[src/rtl/led_pkg.sv]
// Shared definitions for the LED pattern generator: channel mode encodings,
// default clock rates and the prescaler width helper.
package led_pkg;

    typedef enum logic [1:0] {
        MODE_OFF   = 2'd0,
        MODE_ON    = 2'd1,
        MODE_BLINK = 2'd2,
        MODE_DIM   = 2'd3
    } mode_e;

    localparam int unsigned DEFAULT_CLK_HZ  = 12_000_000;
    localparam int unsigned DEFAULT_TICK_HZ = 1000;

    // A divide-by-1 prescaler still needs a 1-bit register to stay legal.
    function automatic int unsigned prescale_width(input int unsigned div);
        return (div > 1) ? $clog2(div) : 1;
    endfunction

endpackage

[src/rtl/led_channel.sv]
// One LED channel: configuration registers, blink tick counter and phase,
// and the registered output mux for OFF/ON/BLINK/DIM.
module led_channel
    import led_pkg::*;
#(
    parameter int unsigned PER_W = 16,
    parameter int unsigned PWM_W = 8
) (
    input  logic             clk,
    input  logic             rst,
    input  logic             tick,
    input  logic             wr,
    input  logic [1:0]       cfg_mode,
    input  logic [PER_W-1:0] cfg_period,
    input  logic [PWM_W-1:0] cfg_duty,
    input  logic [PWM_W-1:0] pwm_cnt,
    output logic             led
);

    mode_e             mode_q, mode_d;
    logic [PER_W-1:0]  period_q, period_d;
    logic [PWM_W-1:0]  duty_q, duty_d;
    logic [PER_W-1:0]  cnt_q, cnt_d;
    logic              phase_q, phase_d;
    logic              led_q, led_d;
    logic              blink_last;

    always_ff @(posedge clk or posedge rst) begin
        if (rst) begin
            mode_q   <= MODE_OFF;
            period_q <= '0;
            duty_q   <= '0;
            cnt_q    <= '0;
            phase_q  <= 1'b0;
            led_q    <= 1'b0;
        end else begin
            mode_q   <= mode_d;
            period_q <= period_d;
            duty_q   <= duty_d;
            cnt_q    <= cnt_d;
            phase_q  <= phase_d;
            led_q    <= led_d;
        end
    end

    // Period 0 is treated as period 1: every tick is the last one.
    assign blink_last = (period_q == '0) || (cnt_q >= period_q - 1'b1);

    always_comb begin
        mode_d   = mode_q;
        period_d = period_q;
        duty_d   = duty_q;
        cnt_d    = cnt_q;
        phase_d  = phase_q;
        if (wr) begin
            // A write wins over a coincident tick: restart without toggling.
            mode_d   = mode_e'(cfg_mode);
            period_d = cfg_period;
            duty_d   = cfg_duty;
            cnt_d    = '0;
            phase_d  = 1'b1;
        end else if (mode_q != MODE_BLINK) begin
            cnt_d = '0;
        end else if (tick) begin
            if (blink_last) begin
                cnt_d   = '0;
                phase_d = ~phase_q;
            end else begin
                cnt_d = cnt_q + 1'b1;
            end
        end
    end

    always_comb begin
        led_d = 1'b0;
        case (mode_q)
            MODE_OFF:   led_d = 1'b0;
            MODE_ON:    led_d = 1'b1;
            MODE_BLINK: led_d = phase_q;
            MODE_DIM:   led_d = (pwm_cnt < duty_q);
            default:    led_d = 1'b0;
        endcase
    end

    assign led = led_q;

endmodule

[src/rtl/led_pattern_gen.sv]
// Multi-channel LED pattern generator: shared tick prescaler and PWM counter,
// configuration write decode with bad-channel error pulse, per-channel logic.
module led_pattern_gen
    import led_pkg::*;
#(
    parameter int unsigned CLK_HZ  = DEFAULT_CLK_HZ,
    parameter int unsigned TICK_HZ = DEFAULT_TICK_HZ,
    parameter int unsigned NUM_CH  = 4,
    parameter int unsigned PER_W   = 16,
    parameter int unsigned PWM_W   = 8
) (
    input  logic              clk,
    input  logic              rst,
    input  logic              cfg_valid,
    output logic              cfg_ready,
    input  logic [3:0]        cfg_ch,
    input  logic [1:0]        cfg_mode,
    input  logic [PER_W-1:0]  cfg_period,
    input  logic [PWM_W-1:0]  cfg_duty,
    output logic              cfg_err,
    output logic [NUM_CH-1:0] led
);

    localparam int unsigned DIV   = CLK_HZ / TICK_HZ;
    localparam int unsigned PRE_W = prescale_width(DIV);
    localparam logic [PRE_W-1:0] PRE_MAX = PRE_W'(DIV - 1);

    logic [PRE_W-1:0] pre_q, pre_d;
    logic [PWM_W-1:0] pwm_q, pwm_d;
    logic             err_q, err_d;
    logic             tick;
    logic             wr_en;
    logic             bad_ch;

    always_ff @(posedge clk or posedge rst) begin
        if (rst) begin
            pre_q <= '0;
            pwm_q <= '0;
            err_q <= 1'b0;
        end else begin
            pre_q <= pre_d;
            pwm_q <= pwm_d;
            err_q <= err_d;
        end
    end

    assign cfg_ready = ~rst;
    assign wr_en     = cfg_valid & cfg_ready;
    assign bad_ch    = {1'b0, cfg_ch} >= 5'(NUM_CH);
    assign tick      = (pre_q == PRE_MAX);

    always_comb begin
        pre_d = tick ? '0 : pre_q + 1'b1;
        pwm_d = pwm_q + 1'b1;
        err_d = wr_en & bad_ch;
    end

    assign cfg_err = err_q;

    for (genvar i = 0; i < NUM_CH; i++) begin : g_ch
        led_channel #(
            .PER_W(PER_W),
            .PWM_W(PWM_W)
        ) u_ch (
            .clk       (clk),
            .rst       (rst),
            .tick      (tick),
            .wr        (wr_en && (cfg_ch == 4'(i))),
            .cfg_mode  (cfg_mode),
            .cfg_period(cfg_period),
            .cfg_duty  (cfg_duty),
            .pwm_cnt   (pwm_q),
            .led       (led[i])
        );
    end

endmodule

[config.mk]
export PLATFORM = sky130hd
export DESIGN_NAME = led_pattern_gen
export DESIGN_NICKNAME = d
export VERILOG_FILES = /design/src/rtl/led_pkg.sv /design/src/rtl/led_channel.sv /design/src/rtl/led_pattern_gen.sv
export SDC_FILE = /design/constraint.sdc
export NUM_CORES = 1
export LEC_CHECK = 0
export CAP_MARGIN = 20
export CORE_UTILIZATION = 40
export DETAILED_ROUTE_END_ITERATION = 6
export GPL_TIMING_DRIVEN = 0
export PLACE_DENSITY = 0.58
export SYNTH_ARGS = -nofsm -noshare
export SYNTH_HDL_FRONTEND = slang
export SYNTH_SLANG_ARGS = --single-unit
[constraint.sdc]
create_clock -name clk -period 10.29 [get_ports clk]
set_clock_uncertainty 0.15 [all_clocks]
set_input_delay 3.087 -clock clk [delete_from_list [all_inputs] [get_ports clk]]
set_output_delay 3.087 -clock clk [all_outputs]
set_load 0.02 [all_outputs]
* Yosys cells after proc, flatten, opt, wreduce, memory -nomap -nowiden
Cells that the tools add are included.
** Word-level totals
- Latch bits :: 0
- Output and inout bits :: 6
- Bits in registers :: 199
- Memory bits (read-only) :: 0
- Logic and storage cells :: 147
- Memories :: 0
- Bits in writable memories :: 0
** Operators by class
- Divide/modulo/power cells :: 0
- Multiply operators :: 0
- Mux-type cells :: 37
- Add/subtract/negate cells :: 10
- Shift-type cells :: 0
- Order comparisons :: 9
- Eq/ne operators :: 24
- Bitwise logic cells :: 7
- Reduce and logical (&&, ||, !) cells :: 33
** Operator list (number)
- two-way mux 16 bit :: 16
- adder 16 x 1 -> 16 bit (second input constant) :: 4
- >= comparator 16 bit :: 4
- zero test 16 bit :: 4
- subtractor 16 x 1 -> 16 bit (second input constant) :: 4
- < comparator 8 bit :: 4
- equality test 2 bit (second input constant) :: 8
- two-way mux 1 bit :: 16
- case mux 1 bit (4 select lines) :: 4
- nonzero test 2 bit :: 8
- adder 14 x 1 -> 14 bit (second input constant) :: 1
- equality test 14 bit (second input constant) :: 1
- two-way mux 14 bit :: 1
- AND reduction 3 bit :: 4
- nonzero test 3 bit :: 4
- adder 8 x 1 -> 8 bit (second input constant) :: 1
- equality test 2 x 1 -> 1 bit (second input constant) :: 4
- equality test 4 x 2 -> 1 bit (second input constant) :: 2
- zero test 2 bit :: 4
- inequality test 2 x 1 -> 1 bit (second input constant) :: 4
- inequality test 2 bit (second input constant) :: 4
- inverter 1 bit :: 5
- equality test 4 x 1 -> 1 bit (second input constant) :: 1
- >= comparator 4 x 3 -> 1 bit (second input constant) :: 1
- 4 further kinds :: 11

* Depth between registers and ports, before layout
Gate-level depths: netlist (run 1).
- Word-level depth :: 7
- Gate-level depth with buffers :: 14
- Mapped depth without buffers :: 13

* Cells and area by module
Synthesis (run 1) repeated with hierarchy kept, for this count alone.
** Unflattened totals
- Cell total of the unflattened synthesis :: 1183
- Area, all modules :: 11865.1 um2
** By module, submodules not included
- led_channel (g_ch[0].u_ch ...) :: times used 2, cells an instance 270, seq. area each 1101.1 um2, area each 2697.6 um2
- led_channel (g_ch[1].u_ch) :: times used 1, cells an instance 274, seq. area each 1101.1 um2, area each 2710.1 um2
- led_channel (g_ch[3].u_ch) :: times used 1, cells an instance 272, seq. area each 1101.1 um2, area each 2693.8 um2
- led_pattern_gen :: times used 1, cells an instance 97, seq. area each 575.6 um2, area each 1066.0 um2

* Worst setup path before layout (run 1)
Ideal clock, no wire load.
- Path kind :: input -> output
- Start :: in rst
- End :: out cfg_ready
- Path slack :: -0.247 ns
- Stages :: 1
- Arrival time :: 7.300 ns
- Buffers on the path :: 0
- Cells stage by stage :: inv_1
** Between the ends
- Longest elaborated chain between the ends :: 1
** Ends and longest elaborated chain
- start: declaration :: RTL line led_pattern_gen.sv:13 : input logic rst,
- inverter 1 bit :: RTL line led_pattern_gen.sv:47 : assign cfg_ready = ~rst;
- end: declaration :: RTL line led_pattern_gen.sv:15 : output logic cfg_ready,
Every way passes these cells.

* Worst setup path in the final report (run 1)
Ends and elaborated chain as after synthesis.

==> run summary, run 1 <==
• **number of fill cells** 2,873
• **first-pass iteration count of the detailed router** 5
• **data required time of the worst path** 7050 ps
• **Final Cycle Share** 83.9%
• **deepest clock path buffer count** 2
• **CTS tree** done
• **commonest non-fill, non-tap cell in the layout** sky130_fd_sc_hd__nand2_1
• **DIE AREA** 30,700 um2
• **synthesized-area fraction occupied by and/or/nand/nor cells** 24.3%
• **total clock buffers created by CTS** 17
• **footprint of the flip-flops and latches** 4980 um2
• **clock network latency to the later pin of the worst-skew pair** 450 ps
• **height of the chip** 175 um
• **sinks on the clock net** 199
• **pin slew with the least headroom to its limit** 959 ps
• **antenna fix cells** 0
• **row count** 63
• **power density normalized to cell area** 159 nW/um2
• **WL per Instance** 17.2 um
• **origin of the worst min-delay path** pre_q[0]$_DFF_PP0_
• **Finished Cell Area** 13,600 um2
• **FF-to-FF setup slack** 5340 ps
• **setup repair after global routing missed its margin** false
• **share of synthesized registers carrying an async set or reset** 100%
• **Gates resized, CTS repair** 0
• **WL final** 31.1 mm
• **ys flop type** sky130_fd_sc_hd__dfrtp_1
• **DR DRC count** 0
• **number of vias in the routed layout** 9,996
• **average cell area after synthesis** 8.92 um2
• **cts-stage hold buffer count** 0
• **Hold Crit Depth** 1
• **port buffer count** 37
• **Slew Viols, Final** 0
• **number of antenna-violating nets in the routed design** 0
• **Distinct cells, synth** 67
• **final setup margin** 1660 ps
• **complex-gate fraction of the synthesized area** 13.4%
• **critical-path maximum fanout** 39
• **maximum number of pins on one net before global-route repair** 41
• **portion of netlist area occupied by mux cells** 1.93%
• **Post-synth EDFFs** 0
• **result of the run** complete, no violations
• **post-detailed-route via-to-cell ratio** 5.53
• **first-pass GRT wire length** 50.7 mm
• **Cell Chain, Critical Path** clkdlybuf4s50_1 > clkinvlp_4 > buf_12 > clkdlybuf4s50_1
• **dominant combinational cell family by area after synthesis** simple AND/OR/NAND/NOR gates
• **number of H-tree levels** 4
• **family with the most delay on the worst path** buffers and inverters
• **stage delay of the slowest cell on the critical path** 710 ps
• **arrival time worst endpoint** 5400 ps
• **start-to-end type of the worst setup path** input port to output pin
• **buffers plus inverters on the worst setup path** 4
• **headroom to the max-slew limit** 35.6%
• **placer congestion estimate** 0.844
• **setup-violating endpoint count in the final report** 0
• **#FFs+latches synth** 199
• **destination of the worst register-to-register timing path** g_ch[2].u_ch.cnt_q[10]$_DFFE_PP0P_
• **leakage power** 0.00614 uW
• **path category of the worst min-delay check** register to register
• **portion of the post-synthesis area used by sequential elements** 41.5%
• **synth top area cells** sky130_fd_sc_hd__dfrtp_1 (42%), sky130_fd_sc_hd__ha_1 (11%), sky130_fd_sc_hd__nand2_1 (8.4%)
• **crit path max-delay cell type** sky130_fd_sc_hd__clkinvlp_4
• **Crit Reg-Reg Startpoint** g_ch[2].u_ch.period_q[3]$_DFFE_PP0P_
• **number of standard cells after synthesis** 1,345
• **Highest Clock Rate** 116 MHz
• **crit path capture type** output pin
• **cell taking the most area after synthesis** sky130_fd_sc_hd__dfrtp_1
• **commonest non-fill, non-tap cells in the layout** sky130_fd_sc_hd__nand2_1 (268), sky130_fd_sc_hd__dfrtp_1 (199), sky130_fd_sc_hd__ha_1 (102), sky130_fd_sc_hd__o21ai_0 (96), sky130_fd_sc_hd__nor2_1 (69)
• **launching element type of the critical path** input port
• **count of pins on the block boundary** 39
• **synthesis-to-layout area growth** 13.0%
• **Final Net Count** 1,541
• **clock-pin transition on the worst setup and hold timing paths** 70 ps
• **Worst Hold Slack** 343 ps
• **via count of the first global-routing pass** 9,509
• **cell area after synthesis** 12,000 um2
• **# Post-CTS Setup Buffers** 0
• **total power draw** 2160 uW
• **count of routing violations after the opening detailed-route iteration** 781
• **net count after synthesis** 1,480
• **Initial Utilization** 40.6%
• **overall die width** 175 um
• **Post-DP HPWL** 22.5 mm
• **share of the synthesized netlist area taken by xor and xnor gates** 5.11%
• **initial antenna violation count** 0
• **area post-placement** 13,000 um2
• **number of endpoints with negative hold slack in the final report** 0
• **fraction of post-synthesis cell area in the top cell type by area** 41.5%
• **fraction of final layout cells with drive strength greater than 1** 5.36%
• **total number of yosys warnings** 0
• **Most Frequent Cell on Critical Path** sky130_fd_sc_hd__clkdlybuf4s50_1
• **min Tclk post-route** 8630 ps
• **cell at the root of the clock tree** sky130_fd_sc_hd__clkbuf_16
• **overflow left after global routing** 0
• **Worst IR Drop VDD** 125 uV
• **count of max-cap constraint violations** 0
• **adder and majority gate portion of the synthesized area** 10.6%
• **All-Layer GR Usage** 21.1%
• **Worst Reg-to-Reg Cells** 12
• **end point of the worst hold path** pre_q[0]$_DFF_PP0_
• **combined area of the multi-input logic cells** 6640 um2
• **worst setup slack after placement** 1590 ps
• **area of the core** 29,600 um2
## per-layer routing
| metal | GRT usage [%] | wire length (um) | vias to the layer above |
|---|---|---|---|
| met3 | 3.31 | 1160 | 30 |
| met4 | 4.93 | 338 | 0 |
| li1 | - | - | 4896 |
| met5 | 0 | 0 | - |
| met2 | 33.5 | 14100 | 168 |
| met1 | 29.9 | 15500 | 4902 |
## state kept, by name (all words and copies together) (netlist names)
register	cells
g_ch.u_ch.phase_q	4
cfg_err	1
g_ch.u_ch.led	4
pwm_q	8
pre_q	14
g_ch.u_ch.period_q	64
g_ch.u_ch.cnt_q	64
g_ch.u_ch.mode_q	8
g_ch.u_ch.duty_q	32
## power by group
part | switching (uW) | internal (uW) | total, uW
combinational | 285 | 214 | 499
clock | 333 | 373 | 706
sequential | 84.2 | 869 | 953
total | 702 | 1460 | 2160
## how the worst max path moves through the flow
stage	from	to	slack, ps	cells after the start
after floorplan	rst	cfg_ready	1490	1
after global placement	rst	cfg_ready	-1660	3
after detailed placement	rst	cfg_ready	1590	4
after CTS	rst	cfg_ready	1600	4
after global routing	rst	cfg_ready	1440	4
final	rst	cfg_ready	1660	4
## cell usage after synthesis, types with 14 or more instances
master and number:
sky130_fd_sc_hd__and3_1 27, sky130_fd_sc_hd__or3_1 14, sky130_fd_sc_hd__clkbuf_1 29, sky130_fd_sc_hd__dfrtp_1 199, sky130_fd_sc_hd__nor2b_1 18, sky130_fd_sc_hd__nand2_1 268, sky130_fd_sc_hd__xnor2_1 50, sky130_fd_sc_hd__a21oi_1 40
sky130_fd_sc_hd__a22o_1 21, sky130_fd_sc_hd__o21ai_0 96, sky130_fd_sc_hd__nand3_1 59, sky130_fd_sc_hd__nand2b_1 16, sky130_fd_sc_hd__ha_1 102, sky130_fd_sc_hd__xor2_1 20, sky130_fd_sc_hd__nand4_1 23, sky130_fd_sc_hd__inv_1 56
sky130_fd_sc_hd__nor2_1 69, sky130_fd_sc_hd__mux2_2 17, sky130_fd_sc_hd__nor3_1 47, sky130_fd_sc_hd__nor4_1 20
## cell type report
type,count,share of cell area (%)
Multi-Input combinational cell,1051,49.0
Sequential cell,199,36.7
Tap cell,390,3.60
Timing Repair Buffer,42,3.47
Clock buffer,18,3.24
Inverter,56,1.58
Buffer,39,1.21
Clock inverter,14,1.19
## through the flow
stage | utilization (%) | TNS, ps | cells
after floorplan | - | 0 | 1345
after global routing | 45.9 | 0 | 1809
final | 45.9 | 0 | 1809
after global placement | 43.5 | -1660 | 1772
after CTS | 45.9 | 0 | 1809
after detailed placement | 43.8 | 0 | 1777
## logic make-up after synthesis
kind of cell | count (synthesis)
compound gates | 249
mux | 21
fa+ha+maj | 102
flops | 199
xor+xnor | 70
simple gates | 609
buf+inv | 95
(Power assumes the default switching activity.)
==> inputs of run 2 (changes only) <==
PLACE_DENSITY = 0.56   (was 0.58)
clock period = 8.17 ns   (was 10.29 ns; I/O delays follow)
==> run 2 against run 1 <==
Combinational power grew 25%. Via count shrank 0.76%. Flip-flop and latch count is the same. Count of clock-buffer cells in the layout shrank 1. Sequential share of layout area is the same. Global-route usage grew 0.18 points. Core utilization is the same. Final area is the same. Critical endpoint unchanged. Highest routed layer unchanged.
==> run summary, run 2 (same netlist as run 1, synthesis figures left out) <==
• **capture point of the worst path** cfg_ready
• **Post-DP HPWL** 23.2 mm, +3.1%
• **path category of the worst min-delay check** register to register
• **min Tclk post-route** 7120 ps
• **data required time of the worst path** 5570 ps, -1480 ps
• **setup-violating endpoint count in the final report** 0, unchanged
• **CTS tree** done
• **Largest regs** g_ch.u_ch.cnt_q x64, g_ch.u_ch.period_q x64, g_ch.u_ch.duty_q x32
• **cts-stage hold buffer count** 0, unchanged
• **Final Net Count** 1,541, unchanged
• **destination of the worst register-to-register timing path** g_ch[2].u_ch.cnt_q[9]$_DFFE_PP0P_
• **All-Layer GR Usage** 21.2%, +0.18 points
• **area of the core** 29,600 um2, unchanged
• **final core area utilization** 45.9%, unchanged
• **fraction of final layout cells with drive strength greater than 1** 5.22%, -0.13 points
• **Final Cycle Share** 87.1%
• **Crit Reg-Reg Startpoint** g_ch[2].u_ch.period_q[3]$_DFFE_PP0P_
• **number of endpoints with negative hold slack in the final report** 0, unchanged
• **count of routing violations after the opening detailed-route iteration** 632, -19%
• **cell at the root of the clock tree** sky130_fd_sc_hd__clkbuf_16
• **DIE AREA** 30,700 um2, unchanged
• **number of H-tree levels** 4, unchanged
• **via count of the first global-routing pass** 9,691, +1.9%
• **synthesis-to-layout area growth** 13.0%, unchanged
• **sinks on the clock net** 199, unchanged
• **power density normalized to cell area** 199 nW/um2, +25%
• **first-pass iteration count of the detailed router** 4, -1
• **post-detailed-route via-to-cell ratio** 5.49, -0.65%
• **placer congestion estimate** 0.804, -4.7%
• **WL per Instance** 17.1 um, -0.20%
• **Slew Viols, Final** 0, unchanged
• **total clock buffers created by CTS** 17, unchanged
• **FF-to-FF setup slack** 3520 ps, -1820 ps
• **overflow left after global routing** 0, unchanged
• **clock network latency to the later pin of the worst-skew pair** 440 ps, about the same
• **final setup margin** 1050 ps, -606 ps
• **worst setup slack after placement** 1000 ps, -592 ps
• **row count** 63, unchanged
• **number of fill cells** 2,893, +0.70%
• **number of vias in the routed layout** 9,920, -0.76%
• **antenna fix cells** 0, unchanged
• **initial antenna violation count** 0, unchanged
• **WL final** 31.0 mm, -0.31%
• **combined area of the multi-input logic cells** 6640 um2, unchanged
• **headroom to the max-slew limit** 37.3%, +1.7 points
• **port buffer count** 37, unchanged
• **count of pins on the block boundary** 39, unchanged
• **critical-path maximum fanout** 37, -5.1%
• **Highest Clock Rate** 140 MHz
• **Critical Path Start** rst
• **pin slew with the least headroom to its limit** 933 ps, -25.6 ps
• **result of the run** complete, no violations
• **crit path capture type** output pin
• **DR DRC count** 0, unchanged
• **clock-pin transition on the worst setup and hold timing paths** 70 ps, about the same
• **commonest non-fill, non-tap cell in the layout** sky130_fd_sc_hd__nand2_1
• **leakage power** 0.00612 uW, -0.29%
• **Gates resized, CTS repair** 0, unchanged
• **arrival time worst endpoint** 4520 ps, -880 ps
• **maximum number of pins on one net before global-route repair** 41, unchanged
• **launching element type of the critical path** input port
• **total power draw** 2700 uW, +25%
• **first-pass GRT wire length** 51.4 mm, +1.3%
• **number of antenna-violating nets in the routed design** 0, unchanged
• **Worst Reg-to-Reg Cells** 13, +1
• **setup repair after global routing missed its margin** false
• **Worst Hold Slack** 333 ps, -9.63 ps
• **footprint of the flip-flops and latches** 4980 um2, unchanged
• **commonest non-fill, non-tap cells in the layout** sky130_fd_sc_hd__nand2_1 (268), sky130_fd_sc_hd__dfrtp_1 (199), sky130_fd_sc_hd__ha_1 (102), sky130_fd_sc_hd__o21ai_0 (96), sky130_fd_sc_hd__nor2_1 (69)
• **# Post-CTS Setup Buffers** 0, unchanged
• **count of max-cap constraint violations** 0, unchanged
• **deepest clock path buffer count** 2, unchanged
• **height of the chip** 175 um, unchanged
• **Worst IR Drop VDD** 161 uV, +29%
• **start-to-end type of the worst setup path** input port to output pin
• **Initial Utilization** 40.6%, unchanged
• **overall die width** 175 um, unchanged
[run 2: cell count changes in the layout (fill, tap and decap cells not counted), sizes merged]
cell,previous run,this run
bufinv,2,3
clkinvlp,2,6
clkinv,3,2
clkbuf,47,46
inv,63,58
[run 2: area by class of cell]
class,instances,share of cell area [%]
Sequential cell,199,36.7
Clock buffer,17,3.14
Tap cell,390,3.60
Inverter,56,1.58
Multi-Input combinational cell,1051,49.0
Clock inverter,13,1.29
Timing Repair Buffer,42,3.47
Buffer,39,1.21
[run 2: through the flow]
stage | instances | TNS, ps | cell area (um2)
after CTS | 1807 | 0 | 13600
after global routing | 1807 | 0 | 13600
after detailed placement | 1777 | 0 | 13000
after floorplan | 1345 | 0 | 12000
after global placement | 1772 | -2530 | 12900
final | 1807 | 0 | 13600
[run 2: layer usage]
metal | track usage, % | up-vias | part of all wire, %
li1 | - | 4891 | -
met4 | 5.14 | 0 | 1.2
met5 | 0 | - | 0
met1 | 30.4 | 4847 | 50
met3 | 2.98 | 29 | 3.2
met2 | 33.8 | 153 | 46
[run 2: report_power, final]
part | switching (uW) | internal [uW]
registers | 102 | 1090
logic | 355 | 267
clock network | 400 | 485
[run 2: critical path: stages]
cell	delay (ps)
sky130_fd_sc_hd__clkdlybuf4s50_1	540
sky130_fd_sc_hd__clkinvlp_4	730
sky130_fd_sc_hd__clkdlybuf4s50_1	770
[run 2: how the worst min path moves through the flow]
stage                                       startpoint                                  to  cells after the start
detailed placement  g_ch[2].u_ch.duty_q[0]$_DFFE_PP0P_  g_ch[2].u_ch.duty_q[0]$_DFFE_PP0P_                      2
floorplan           g_ch[0].u_ch.duty_q[0]$_DFFE_PP0P_  g_ch[0].u_ch.duty_q[0]$_DFFE_PP0P_                      2
global placement    g_ch[2].u_ch.duty_q[0]$_DFFE_PP0P_  g_ch[2].u_ch.duty_q[0]$_DFFE_PP0P_                      2
global route          g_ch[1].u_ch.phase_q$_DFFE_PP0P_    g_ch[1].u_ch.phase_q$_DFFE_PP0P_                      1
finish              g_ch[2].u_ch.duty_q[0]$_DFFE_PP0P_  g_ch[2].u_ch.duty_q[0]$_DFFE_PP0P_                      2
CTS                 g_ch[2].u_ch.duty_q[0]$_DFFE_PP0P_  g_ch[2].u_ch.duty_q[0]$_DFFE_PP0P_                      2
==> inputs of run 3 (changes only) <==
TNS_END_PERCENT = 5   (was default)
==> results of run 3 <==
The final DEF is identical to that of run 2; final timing and power are the same.
